**src/rtl/fetch_pc_sel.sv**
```systemverilog
// fetch_pc_sel: registered next-PC selector for the Fetch stage.
//
// The block chooses one of NUM_SRC candidate addresses by fixed priority and
// registers the choice as the fetch PC. Source 0 is the sequential source.
// Sources 1..NUM_SRC-1 are redirects, and a higher index has higher priority.
// While stall is high the PC holds. The highest-priority redirect that
// arrives during the stall is kept in a one-entry pending buffer, so that
// redirect is not lost.
//
// Ports:
//   clk        in   rising-edge clock
//   rst_n      in   synchronous active-low reset
//   src_data   in   packed candidates; source i at [i*WIDTH +: WIDTH]
//   src_valid  in   per-source request
//   stall      in   freeze PC, buffer redirects
//   pc_q       out  registered fetch PC
//   pc_valid   out  pc_q is fetchable this cycle
//   sel_idx    out  source index that produced pc_q
//   redirect   out  one-cycle pulse on a load from index >= 1 or from pending
//   pend_valid out  a redirect is buffered
module fetch_pc_sel #(
  parameter int               WIDTH    = 32,
  parameter int               NUM_SRC  = 4,
  parameter logic [WIDTH-1:0] RESET_PC = '0,
  parameter int               SEL_W    = $clog2(NUM_SRC)
) (
  input  logic                       clk,
  input  logic                       rst_n,
  input  logic [NUM_SRC*WIDTH-1:0]   src_data,
  input  logic [NUM_SRC-1:0]         src_valid,
  input  logic                       stall,
  output logic [WIDTH-1:0]           pc_q,
  output logic                       pc_valid,
  output logic [SEL_W-1:0]           sel_idx,
  output logic                       redirect,
  output logic                       pend_valid
);

  typedef enum logic [0:0] {
    ST_BOOT = 1'b0,
    ST_RUN  = 1'b1
  } state_e;

  state_e           state_q, state_d;
  logic [WIDTH-1:0] pc_d;
  logic             pc_valid_q, pc_valid_d;
  logic [SEL_W-1:0] sel_idx_q, sel_idx_d;
  logic             redirect_q, redirect_d;
  logic             pend_valid_q, pend_valid_d;
  logic [WIDTH-1:0] pend_data_q, pend_data_d;
  logic [SEL_W-1:0] pend_idx_q, pend_idx_d;

  logic [WIDTH-1:0] src_word_s [NUM_SRC];
  logic             new_any_s;
  logic [SEL_W-1:0] new_idx_s;

  // Unpack the candidate bus into one word per source.
  for (genvar g = 0; g < NUM_SRC; g++) begin : g_unpack
    assign src_word_s[g] = src_data[g*WIDTH +: WIDTH];
  end

  // Find the winning redirect. The last valid index wins, so the
  // highest valid index >= 1 is selected.
  always_comb begin
    new_any_s = 1'b0;
    new_idx_s = '0;
    for (int i = 1; i < NUM_SRC; i++) begin
      if (src_valid[i]) begin
        new_any_s = 1'b1;
        new_idx_s = SEL_W'(i);
      end else begin
        new_any_s = new_any_s;
      end
    end
  end

  // Compute the next state, the next PC, and the pending buffer contents.
  always_comb begin
    state_d      = state_q;
    pc_d         = pc_q;
    pc_valid_d   = pc_valid_q;
    sel_idx_d    = sel_idx_q;
    redirect_d   = 1'b0;
    pend_valid_d = pend_valid_q;
    pend_data_d  = pend_data_q;
    pend_idx_d   = pend_idx_q;
    case (state_q)
      ST_BOOT: begin
        // The first edge out of reset publishes RESET_PC. All inputs are
        // ignored on this edge, stall included.
        pc_valid_d = 1'b1;
        state_d    = ST_RUN;
      end
      ST_RUN: begin
        if (stall) begin
          // Equal priority overwrites the buffer, so the newest redirect wins.
          if (new_any_s && (!pend_valid_q || (new_idx_s >= pend_idx_q))) begin
            pend_valid_d = 1'b1;
            pend_data_d  = src_word_s[new_idx_s];
            pend_idx_d   = new_idx_s;
          end else begin
            pend_valid_d = pend_valid_q;
          end
        end else if (pend_valid_q && (!new_any_s || (pend_idx_q > new_idx_s))) begin
          pc_d         = pend_data_q;
          sel_idx_d    = pend_idx_q;
          pc_valid_d   = 1'b1;
          redirect_d   = 1'b1;
          pend_valid_d = 1'b0;
        end else if (new_any_s) begin
          pc_d         = src_word_s[new_idx_s];
          sel_idx_d    = new_idx_s;
          pc_valid_d   = 1'b1;
          redirect_d   = 1'b1;
          pend_valid_d = 1'b0;
        end else if (src_valid[0]) begin
          pc_d         = src_word_s[0];
          sel_idx_d    = '0;
          pc_valid_d   = 1'b1;
          redirect_d   = 1'b0;
          pend_valid_d = 1'b0;
        end else begin
          // Bubble: the PC holds but cannot be fetched this cycle.
          pc_valid_d = 1'b0;
        end
      end
      default: begin
        state_d    = ST_BOOT;
        pc_valid_d = 1'b0;
      end
    endcase
  end

  // Register all state. Reset is synchronous and active-low, and it
  // discards any pending redirect.
  always_ff @(posedge clk) begin
    if (!rst_n) begin
      state_q      <= ST_BOOT;
      pc_q         <= RESET_PC;
      pc_valid_q   <= 1'b0;
      sel_idx_q    <= '0;
      redirect_q   <= 1'b0;
      pend_valid_q <= 1'b0;
      pend_data_q  <= '0;
      pend_idx_q   <= '0;
    end else begin
      state_q      <= state_d;
      pc_q         <= pc_d;
      pc_valid_q   <= pc_valid_d;
      sel_idx_q    <= sel_idx_d;
      redirect_q   <= redirect_d;
      pend_valid_q <= pend_valid_d;
      pend_data_q  <= pend_data_d;
      pend_idx_q   <= pend_idx_d;
    end
  end

  assign pc_valid   = pc_valid_q;
  assign sel_idx    = sel_idx_q;
  assign redirect   = redirect_q;
  assign pend_valid = pend_valid_q;

endmodule

```
**config.mk**
```make
export PLATFORM = sky130hd
export DESIGN_NAME = fetch_pc_sel
export DESIGN_NICKNAME = d
export VERILOG_FILES = /design/src/rtl/fetch_pc_sel.sv
export SDC_FILE = /design/constraint.sdc
export NUM_CORES = 1
export LEC_CHECK = 0
export CAP_MARGIN = 20
export CORE_MARGIN = 2
export CORE_UTILIZATION = 40
export CTS_BUF_LIST = sky130_fd_sc_hd__clkbuf_8
export DETAILED_ROUTE_END_ITERATION = 7
export DONT_BUFFER_PORTS = 1
export SETUP_SLACK_MARGIN = 0.2
export SLEW_MARGIN = 20
export SYNTH_ARGS = -nofsm -noshare
export SYNTH_HDL_FRONTEND = slang
export SYNTH_SLANG_ARGS = --single-unit
```
**constraint.sdc**
```tcl
create_clock -name clk -period 6.8 [get_ports clk]
set_input_delay 0.34 -clock clk [delete_from_list [all_inputs] [get_ports clk]]
set_output_delay 0.34 -clock clk [all_outputs]
set_load 0.01 [all_outputs]
```
Word-level counts from Yosys, hierarchy flattened
Cells that the tools add are included.
- bits in registers: 72
- output and inout bits: 37
- input port bits: 135
- word-level logic and storage cells: 57
- eq/ne operators: 2
- bitwise operators: 4
- $lt $le $gt $ge: 3
- reduce and logical (&&, ||, !) cells: 12
- multiplexer cells: 28
- operators with widths (kind ; number):
    two-way mux 32 bit ; 5
    binary-select mux 32 bit (select 2 bit) ; 1
    two-way mux 1 bit ; 16
    two-way mux 2 bit ; 5
    AND reduction 3 bit ; 3
    nonzero test 4 bit ; 1
    greater-or-equal comparator 3 bit (second input constant) ; 1
    NOT 1 bit ; 3
    NOT 2 -> 3 bit ; 1
    nonzero test 3 bit ; 1
    OR reduction 3 bit ; 1
    greater-or-equal comparator 2 bit ; 1
    greater-than comparator 2 bit ; 1
    logical AND 1 bit ; 2
    zero test 1 bit ; 2
    logical OR 1 bit ; 2
    != test 2 x 1 -> 1 bit (second input constant) ; 1
    != test 2 bit (second input constant) ; 1
    case mux 1 bit (2 select lines) ; 1

Depth between registers and ports, before layout
Gate-level depths: netlist of the first run.
- depth in word-level cells: 9
- mapped depth: 11
- gate-level depth less buffers: 7

Worst setup path before layout of the first run
OpenSTA, ideal clock, no wires.
- path type: in2reg
- start point: input src_valid[2]
- end point: register pc_q[0]
- setup slack: 4218 ps
- arrival time: 2490 ps
- required time: 6708 ps
- buffers on the path: 4
- stages on the path: 11
- library setup time: 92 ps
- cell sequence: or2_2 clkbuf_1 clkbuf_1 inv_1 ha_1 nor2b_4 o211a_4 or3_1 buf_6 buf_6 o32ai_1
- word-level cells in the longest chain between the ends: 8
- elaborated cells on any way between the ends: 16
- classes of those cells: 1 x order compare; 9 x mux; 1 x bitwise; 5 x reduce/logical
- RTL lines (what ; line ; text):
    start: declaration ; 30 ; input logic [NUM_SRC-1:0] src_valid,
    two-way mux 2 bit (2 in a row) ; 68 ; if (src_valid[i]) begin
    NOT 2 -> 3 bit (not written as such) ; 111 ; pc_d = src_word_s[new_idx_s];
    binary-select mux 32 bit (select 2 bit) ; 111 ;
    two-way mux 32 bit (not written as such) (2 in a row) ; 111 ;
    two-way mux 32 bit ; 110 ; end else if (new_any_s) begin
    two-way mux 32 bit ; 104 ; end else if (pend_valid_q && (!new_any_s || (pend_idx_q > new_idx_s))) begin
    end signal: assignment ; 148 ; pc_q <= pc_d;
    end: declaration ; 32 ; output logic [WIDTH-1:0] pc_q,
Several ways; a longest one is shown, not always the timed one. The select of a mux whose other input is x is not followed.
A chain may end at the register's enable or synchronous reset.

Worst setup path in the final report of the first run
- start point: input src_valid[3]
- end point: register pc_q[7]
- word-level cells in the longest chain between the ends: 7
- elaborated cells on any way between the ends: 14
- classes of those cells: 1 x order compare; 7 x mux; 1 x bitwise; 5 x reduce/logical
- RTL lines (what ; line):
    two-way mux 2 bit ; 68
    NOT 2 -> 3 bit (not written as such) ; 111
    binary-select mux 32 bit (select 2 bit) ; 111
    two-way mux 32 bit (not written as such) (2 in a row) ; 111
    two-way mux 32 bit ; 110
    two-way mux 32 bit ; 104
Several ways; a longest one is shown, not always the timed one. The select of a mux whose other input is x is not followed.

==> run metrics, run 1 <==
outcome finished, violations left; failing checks DRC; Most used DFF post-synth dfxtp_1; Iter 0 DRT Violations 382; Critical Path RT 7.05 ns; worst relative slew slack 30.14%; Top Ports 172; unrepaired setup endpoints after global routing false; clk_skew 0.008057 ns; setup TNS 0 ns; Post-Syn Nets 802; total track usage 21.66%; die footprint 12,790 sq um; TritonCTS clock tree built; Initial DRT Pass Iterations 8; Tcrit/Tclk final 40.17%; CTS Buffer Depth 2; DRC 11; Initial Utilization 41.34%; routability cong. 0.7928; largest net degree at the start of global routing 103; synthesis-stage register bit count 72; vias in the first global route 4,341; clk slew on worst S/H paths 0.08 ns; Site Rows 39; critical path endpoint category register; Post-CTS Setup Bufs 0; DR vias/cell 6.166; Area Growth Syn to Fin 3.627%; Pwr per Cell Area 227.1 nW/um^2; fin cells 755; H-tree depth 3; critical path fanouts, max 68; fin nets 744; Worst-Skew Late Latency 0.35 ns; Synth cell types 37; Yosys Warn Count 0; Syn Inst Count 665; Post-synth ARST share 0%; # diodes 0; ratio of cells with drive above 1 in the final layout 5.065%; post-CTS sizing 0; die height 113.1 um; Hold WC Path Type in2reg; crit path kind in2reg; WL/cell 19.30 um; crit start category primary input; Port-buffer cells 0; Root Buffer clkbuf_8; Avg Cell Area, Syn 7.159 sq um; Inserted Clock Buffers 9; sequential area share after synthesis 30.28%; fin. max-slew vios 0; vias after detailed routing 4,655; CTS Hold Bufs 0; final worst path period need 2.731 ns; CTS Sinks 72; Total Wirelength 14,570 um; maximum vdd drop 0.09636 mV; Die Wd 113.1 um; initial antenna violation count 0; Hold Vio Cnt, Final 0; first-pass GRT wire length 22,480 um; arrival time at the worst endpoint 2.98 ns; leakage 1.693 nW; Final ANT Viol Nets 0; worst-margin pin slew 1.047 ns; CORE AREA 11,520 sq um; hpwl dp 9507 um; Post-Syn Area 4761 sq um; Placed Cells 739; Max-Cap Viols 0; number of synthesized flops with an enable pin 0; gr ovfl total 0; fin util 42.84%; fmax 366.1 MHz; final setup fails 0
cells by family after synthesis:
group / after synthesis / synth area share, %
simple gates: 274 / 28.44
compound gates: 209 / 27.23
buf+inv: 77 / 7.017
flops: 72 / 30.28
mux: 31 / 6.518
fa+ha+maj: 2 / 0.5255
power by group:
group          internal [W]  switching (W)
Sequential         0.000462      0.0000497
Combinational     0.0000737       0.000101
Clock              0.000263       0.000170
layout by cell type (no fill, tap or decap), types with 2 or more instances in the layout:
cell type / count
nand2_1: 99
a21oi_1: 97
dfxtp_1: 71
nor3_1: 63
o21ai_0: 36
nor2_1: 33
nor2b_1: 32
o32ai_1: 32
nand3b_1: 31
mux2i_1: 31
a211oi_1: 31
clkbuf_8: 11
inv_1: 6
o31ai_1: 3
bufinv_16: 3
and2_1: 2
nand2b_1: 2
nand3_1: 2
ha_1: 2
buf_4: 2
layer usage:
metal	up-vias	track usage (%)	routed length, um
li1	2285	-	-
met4	0	6.992	328
met1	2170	27.42	6225
met3	21	5.303	1106
met5	-	0	0
met2	179	36.29	6908
worst max-delay path: stages:
cell and delay [ns]:
or2_2 0.54, inv_1 0.14, ha_1 0.36, nor2b_4 0.15, o211a_4 0.24, or3_2 0.79, o32ai_1 0.39
worst paths after layout:
kind                startpoint  depth (start not counted)  slack (ns)       end
setup / recovery  src_valid[3]                          7        4.07   pc_q[7]
hold / removal           rst_n                          0        0.01   state_q
setup reg to reg    pend_valid                          5        4.18   pc_q[7]
hold reg to reg        state_q                          1        0.46  pc_valid
state kept, by name (all words and copies together) (netlist names):
| name | cells |
|---|---|
| sel_idx | 2 |
| pend_data_q | 32 |
| redirect | 1 |
| pend_valid | 1 |
| state_q | 1 |
| pc_q | 32 |
| pend_idx_q | 2 |
| pc_valid | 1 |
synthesized netlist by cell type, types with 2 or more instances:
cell type | instances | area share [%]
nand2_1 | 99 | 7.8
a21oi_1 | 98 | 10
dfxtp_1 | 72 | 30
nor3_1 | 63 | 6.6
clkbuf_1 | 58 | 4.6
o21ai_0 | 36 | 3.8
nor2_1 | 33 | 2.6
nor2b_1 | 32 | 4.2
o32ai_1 | 32 | 5.9
a211oi_1 | 31 | 4.9
mux2i_1 | 31 | 6.5
nand3b_1 | 31 | 4.9
buf_2 | 6 | 0.63
inv_1 | 6 | 0.47
buf_6 | 4 | 0.95
nand2b_1 | 3 | 0.39
nand3_1 | 3 | 0.32
o31ai_1 | 3 | 0.47
a21o_1 | 2 | 0.32
and2_1 | 2 | 0.26
buf_4 | 2 | 0.32
ha_1 | 2 | 0.53
or3_1 | 2 | 0.26
layout make-up:
type	count	area (sq um)
Inverter	6	22.52
Fill cell	1150	6583
Clock buffer	11	151.4
Tap cell	143	178.9
Clock inverter	5	102.6
Timing Repair Buffer	2	15.01
Multi-Input combinational cell	516	3020
Sequential cell	72	1443
per-stage QoR:
step	total power (W)	hold slack [ns]	setup slack, ns	cell area (sq um)
after floorplan	0.0006744	0.3677	4.218	4761
after global placement	0.0006887	0.3744	3.587	4667
after detailed placement	0.0006971	0.3738	3.387	4671
after CTS	0.001127	0.001188	3.750	4925
after global routing	0.001167	0.0002196	3.932	4933
final	0.001120	0.01460	4.069	4933
No activity file was read; power rests on OpenSTA's default activity.
==> inputs of run 2 (changes only) <==
Clock period 6.8 ns to 2.2 ns, I/O delays scaled along.
==> run metrics, run 2 (synthesized netlist as in run 1, its figures left out) <==
# diodes 0; total track usage 21.89%; biggest regs pc_q: 32 flops, pend_data_q: 32 flops; crit start category register; Crit path max-delay family compound AO/OA/AOI/OAI gates; Site Rows 39; worst relative slew slack 58.81%; Worst Reg-to-Reg Cells 6; WL/cell 18.26 um; Pwr per Cell Area 632.7 nW/um^2; die footprint 12,790 sq um; fin area 5334 sq um; Post-CTS Setup Bufs 0; Area Growth Syn to Fin 12.04%; Top Ports 172; fin nets 783; first-pass GRT wire length 22,940 um; outcome finished, violations left; Port-buffer cells 0; Max-Cap Viols 0; H-tree depth 3; Hold Vio Cnt, Final 0; unrepaired setup endpoints after global routing true; Root Buffer clkbuf_8; DRC 12; clk_skew 0.01540 ns; worst path cell trace ha_4 > nor2b_4 > o211a_4 > or3_1 > buf_4 > o32ai_1; commonest non-fill, non-tap cell in the layout nand2_1; critical path fanouts, max 10; hpwl dp 9630 um; Hold WC Path Type in2reg; Inserted Clock Buffers 9; final setup fails 0; Final ANT Viol Nets 0; Placed Cells 754; largest net degree at the start of global routing 102; TritonCTS clock tree built; ratio of cells with drive above 1 in the final layout 7.692%; vias in the first global route 4,561; DR vias/cell 6.095; CTS Buffer Depth 2; CTS Sinks 72; crit path kind reg2reg; Reg2Reg Setup Slack 0.27 ns; clk slew on worst S/H paths 0.08 ns; Initial DRT Pass Iterations 7; Hold EP pc_q[14]; vias after detailed routing 4,833; crit path buf inv count 1; fin. max-slew vios 0; initial antenna violation count 0; placed cell area 4860 sq um; maximum vdd drop 0.3053 mV; hold path cells 2; routability cong. 0.7367; Critical Path RT 2.44 ns; fmax 517.2 MHz; fin cells 793; failing checks DRC; RR Endpoint pc_q[21]; Initial Utilization 41.34%; gr ovfl total 0; most frequent cells in the layout nand2_1 (99), a21oi_1 (97), dfxtp_1 (71); setup TNS 0 ns; Iter 0 DRT Violations 270; final worst path period need 1.934 ns; arrival time at the worst endpoint 2.18 ns; leakage 1.866 nW; Tcrit/Tclk final 87.89%; reg2reg start pend_idx_q[1]; FILL cells 1,159; Worst-Skew Late Latency 0.35 ns; worst-margin pin slew 0.6178 ns; Total Wirelength 14,480 um; die height 113.1 um; CP peak stage delay 0.39 ns; HP Start src_data[14]; CORE AREA 11,520 sq um; slowest CP cell dfxtp_1; critical path endpoint category register; Die Wd 113.1 um
run 2: area by class of cell:
type                    count  area (sq um)  share of cell area (%)
inverters                   6         25.02                  0.4692
clock buffers               9         123.9                   2.322
well taps                 143         178.9                   3.354
flip-flops and latches     72          1443                   27.05
clock inverters             6         85.08                   1.595
multi-input cells         516          3060                   57.38
repair buffers             41         417.9                   7.835
run 2: layer usage:
| layer | global-route usage (%) | routed length, um |
|---|---|---|
| met1 | 27.12 | 6201 |
| met2 | 38.24 | 7184 |
| met3 | 4.606 | 931 |
| met4 | 6.504 | 161 |
| met5 | 0 | 0 |
run 2: worst max path at each step:
stage | from | end | slack [ns] | cells past startpoint
3_3_place_gp | src_valid[2] | pc_q[2] | 0.28 | 8
5_1_grt | pend_idx_q[1] | pc_q[25] | 0.17 | 6
2_1_floorplan | src_valid[2] | pc_q[0] | 0.07 | 11
3_5_place_dp | src_valid[2] | pc_q[15] | 0.21 | 8
4_1_cts | pend_idx_q[1] | pc_q[15] | 0.23 | 6
6_report | pend_idx_q[1] | pc_q[21] | 0.27 | 6
run 2: through the flow:
stage | util [%] | total power [W] | setup slack, ns | hold slack, ns
floorplan | - | 0.002106 | 0.07020 | 0.1377
global placement | 42.20 | 0.002175 | 0.2831 | 0.1447
detailed placement | 42.20 | 0.002199 | 0.2118 | 0.1437
CTS | 46.25 | 0.003404 | 0.2298 | 0.0007495
global route | 46.32 | 0.003538 | 0.1735 | 0.01759
finish | 46.32 | 0.003375 | 0.2665 | 0.01789
run 2: worst register-to-register path, delay by kind of cell, from the launching register on:
kind / cells / cell delay, ns
fa+ha+maj: 1 / 0.23
buf+inv: 1 / 0.21
simple gates: 2 / 0.48
compound gates: 2 / 0.53
flops: 1 / 0.39
run 2: power by group:
part	internal, W	total [W]	switching (W)
clock	0.000628	0.00114	0.000514
combinational	0.000294	0.000663	0.000369
sequential	0.00143	0.00157	0.000141
total	0.00235	0.00337	0.00102
run 2: timing repair:
| item | CTS | global route |
|---|---|---|
| gates resized for setup | 0 | 2 |
| hold buffers | 24 | 0 |
| endpoints found under the hold margin | 70 | 0 |
| setup endpoints to repair | 0 | 14 |
==> inputs of run 3 (changes only) <==
Settings changed: CORE_ASPECT_RATIO set to 0.7.
Clock period 2.2 ns to 1.9 ns, I/O delays scaled along.
==> run metrics, run 3 (synthesized netlist as in run 1, its figures left out) <==
Die Wd 134.4 um; critical path fanouts, max 8; final setup fails 0; most frequent cells in the layout nand2_1 (99), a21oi_1 (95), dfxtp_1 (70); routability cong. 0.8700; dpl ws -0.02729 ns; worst relative slew slack 67.03%; worst path cell trace ha_4 > nor2b_4 > o211a_4 > or3_4 > clkbuf_16 > o32ai_2; arrival time at the worst endpoint 2.16 ns; CORE AREA 11,640 sq um; Max-Cap Viols 0; CTS Sinks 72; fin util 49.86%; critical path endpoint category register; Site Rows 33; fin. max-slew vios 0; fin nets 797; unrepaired setup endpoints after global routing true; Total Wirelength 16,170 um; TritonCTS clock tree built; FILL cells 1,132; vias after detailed routing 5,031; largest net degree at the start of global routing 97; gr ovfl total 0; leakage 2.010 nW; Top Ports 172; sw frac 31.04%; crit path kind reg2reg; ratio of cells with drive above 1 in the final layout 12.63%; setup slack after layout 0.01453 ns; Area Growth Syn to Fin 21.94%; Critical Path RT 2.17 ns; initial antenna violation count 0; first-pass GRT wire length 23,960 um; CTS Buffer Depth 2; H-tree depth 3; outcome finished clean; die height 95.28 um; vias in the first global route 4,641; clk_skew 0.01174 ns; Worst-Skew Late Latency 0.37 ns; DR vias/cell 6.120; Tcrit/Tclk final 99.24%; P_int 0.002890 W; Port-buffer cells 0; WL/cell 19.67 um; biggest regs pc_q: 32 flops, pend_data_q: 32 flops; Logic pwr share 22.3%; fmax 530.4 MHz; Hold WC Path Type in2reg; Pwr per Cell Area 721.7 nW/um^2; Hold Vio Cnt, Final 0; Iter 0 DRT Violations 341; worst-margin pin slew 0.4908 ns; die footprint 12,800 sq um; power share of the sequential group 43.6%; clock network power share 34.1%; slowest CP cell or3_4; maximum vdd drop 0.4205 mV; Inserted Clock Buffers 9; Final ANT Viol Nets 0; Psw 0.001300 W; # diodes 0; Initial DRT Pass Iterations 5; CP peak stage delay 0.40 ns; Initial Utilization 40.89%; clk slew on worst S/H paths 0.08 ns; final worst path period need 1.885 ns; commonest non-fill, non-tap cell in the layout nand2_1; DRC 0; hpwl dp 9712 um; total track usage 23.94%; Root Buffer clkbuf_8; crit start category register
==> run 3: cell count changes in the layout (fill, tap and decap cells not counted), moves of 5 or more <==
cell	delta
o32ai_1	-20
o32ai_2	+15
dlygate4sd3_1	+9
o32ai_4	+5
==> run 3: final cells by class <==
cell class	count	area, sq um	share of cell area [%]
clock buffer	11	151.4	2.608
inverter	6	25.02	0.4310
sequential	72	1444	24.87
multi-input combinational	516	3302	56.88
timing repair buffer	55	608.1	10.47
clock inverter	5	78.83	1.358
tap	157	196.4	3.384
==> run 3: through the flow <==
stage	setup TNS [ns]	instances	cell area, sq um	power, W	hold slack (ns)
6_report	0	822	5806	0.004190	0.02042
3_5_place_dp	-0.1808	769	4901	0.002558	0.1302
2_1_floorplan	-7.016	665	4863	0.002445	0.1227
3_3_place_gp	0	769	4901	0.002534	0.1303
4_1_cts	0	819	5554	0.004101	0.0002802
5_1_grt	-0.1504	822	5806	0.004374	0.02326
==> run 3: worst paths after layout <==
path,startpoint,to,slack (ns),depth (start not counted)
max,pend_idx_q[1],pc_q[31],0.01,6
max reg2reg,pend_idx_q[1],pc_q[31],0.01,6
min,src_data[27],pc_q[27],0.02,2
min reg2reg,state_q,pc_valid,0.46,1
==> run 3: power by group through the flow <==
stage               Sequential [W]  Clock, W  Combinational, W
floorplan                  0.00181         0          0.000633
global placement           0.00186         0          0.000674
detailed placement         0.00186         0          0.000698
CTS                        0.00183   0.00145          0.000825
global route               0.00184   0.00151           0.00102
finish                     0.00183   0.00143          0.000936
==> run 3: metal layers <==
layer  vias up  track usage, %  wire (um)
met5         -               0          0
met4         0           7.544        309
met3        27           6.539       1379
met2       234           39.37       7437
met1      2386           30.82       7043
li1       2384               -          -
==> run 3: repair_timing <==
action | in CTS | in global routing
resized for setup | 9 | 29
pin swaps | 0 | 9
setup endpoints to repair | 52 | 65
cloned | 1 | 1
setup buffers | 0 | 2
hold endpoints to repair | 71 | 0
hold buffers | 33 | 0
==> run 3: critical path, delay by kind of cell, from the launching register on <==
family	cells	cell delay [ns]
buf+inv	1	0.21
fa+ha+maj	1	0.22
simple gates	2	0.53
flops	1	0.37
compound gates	2	0.48
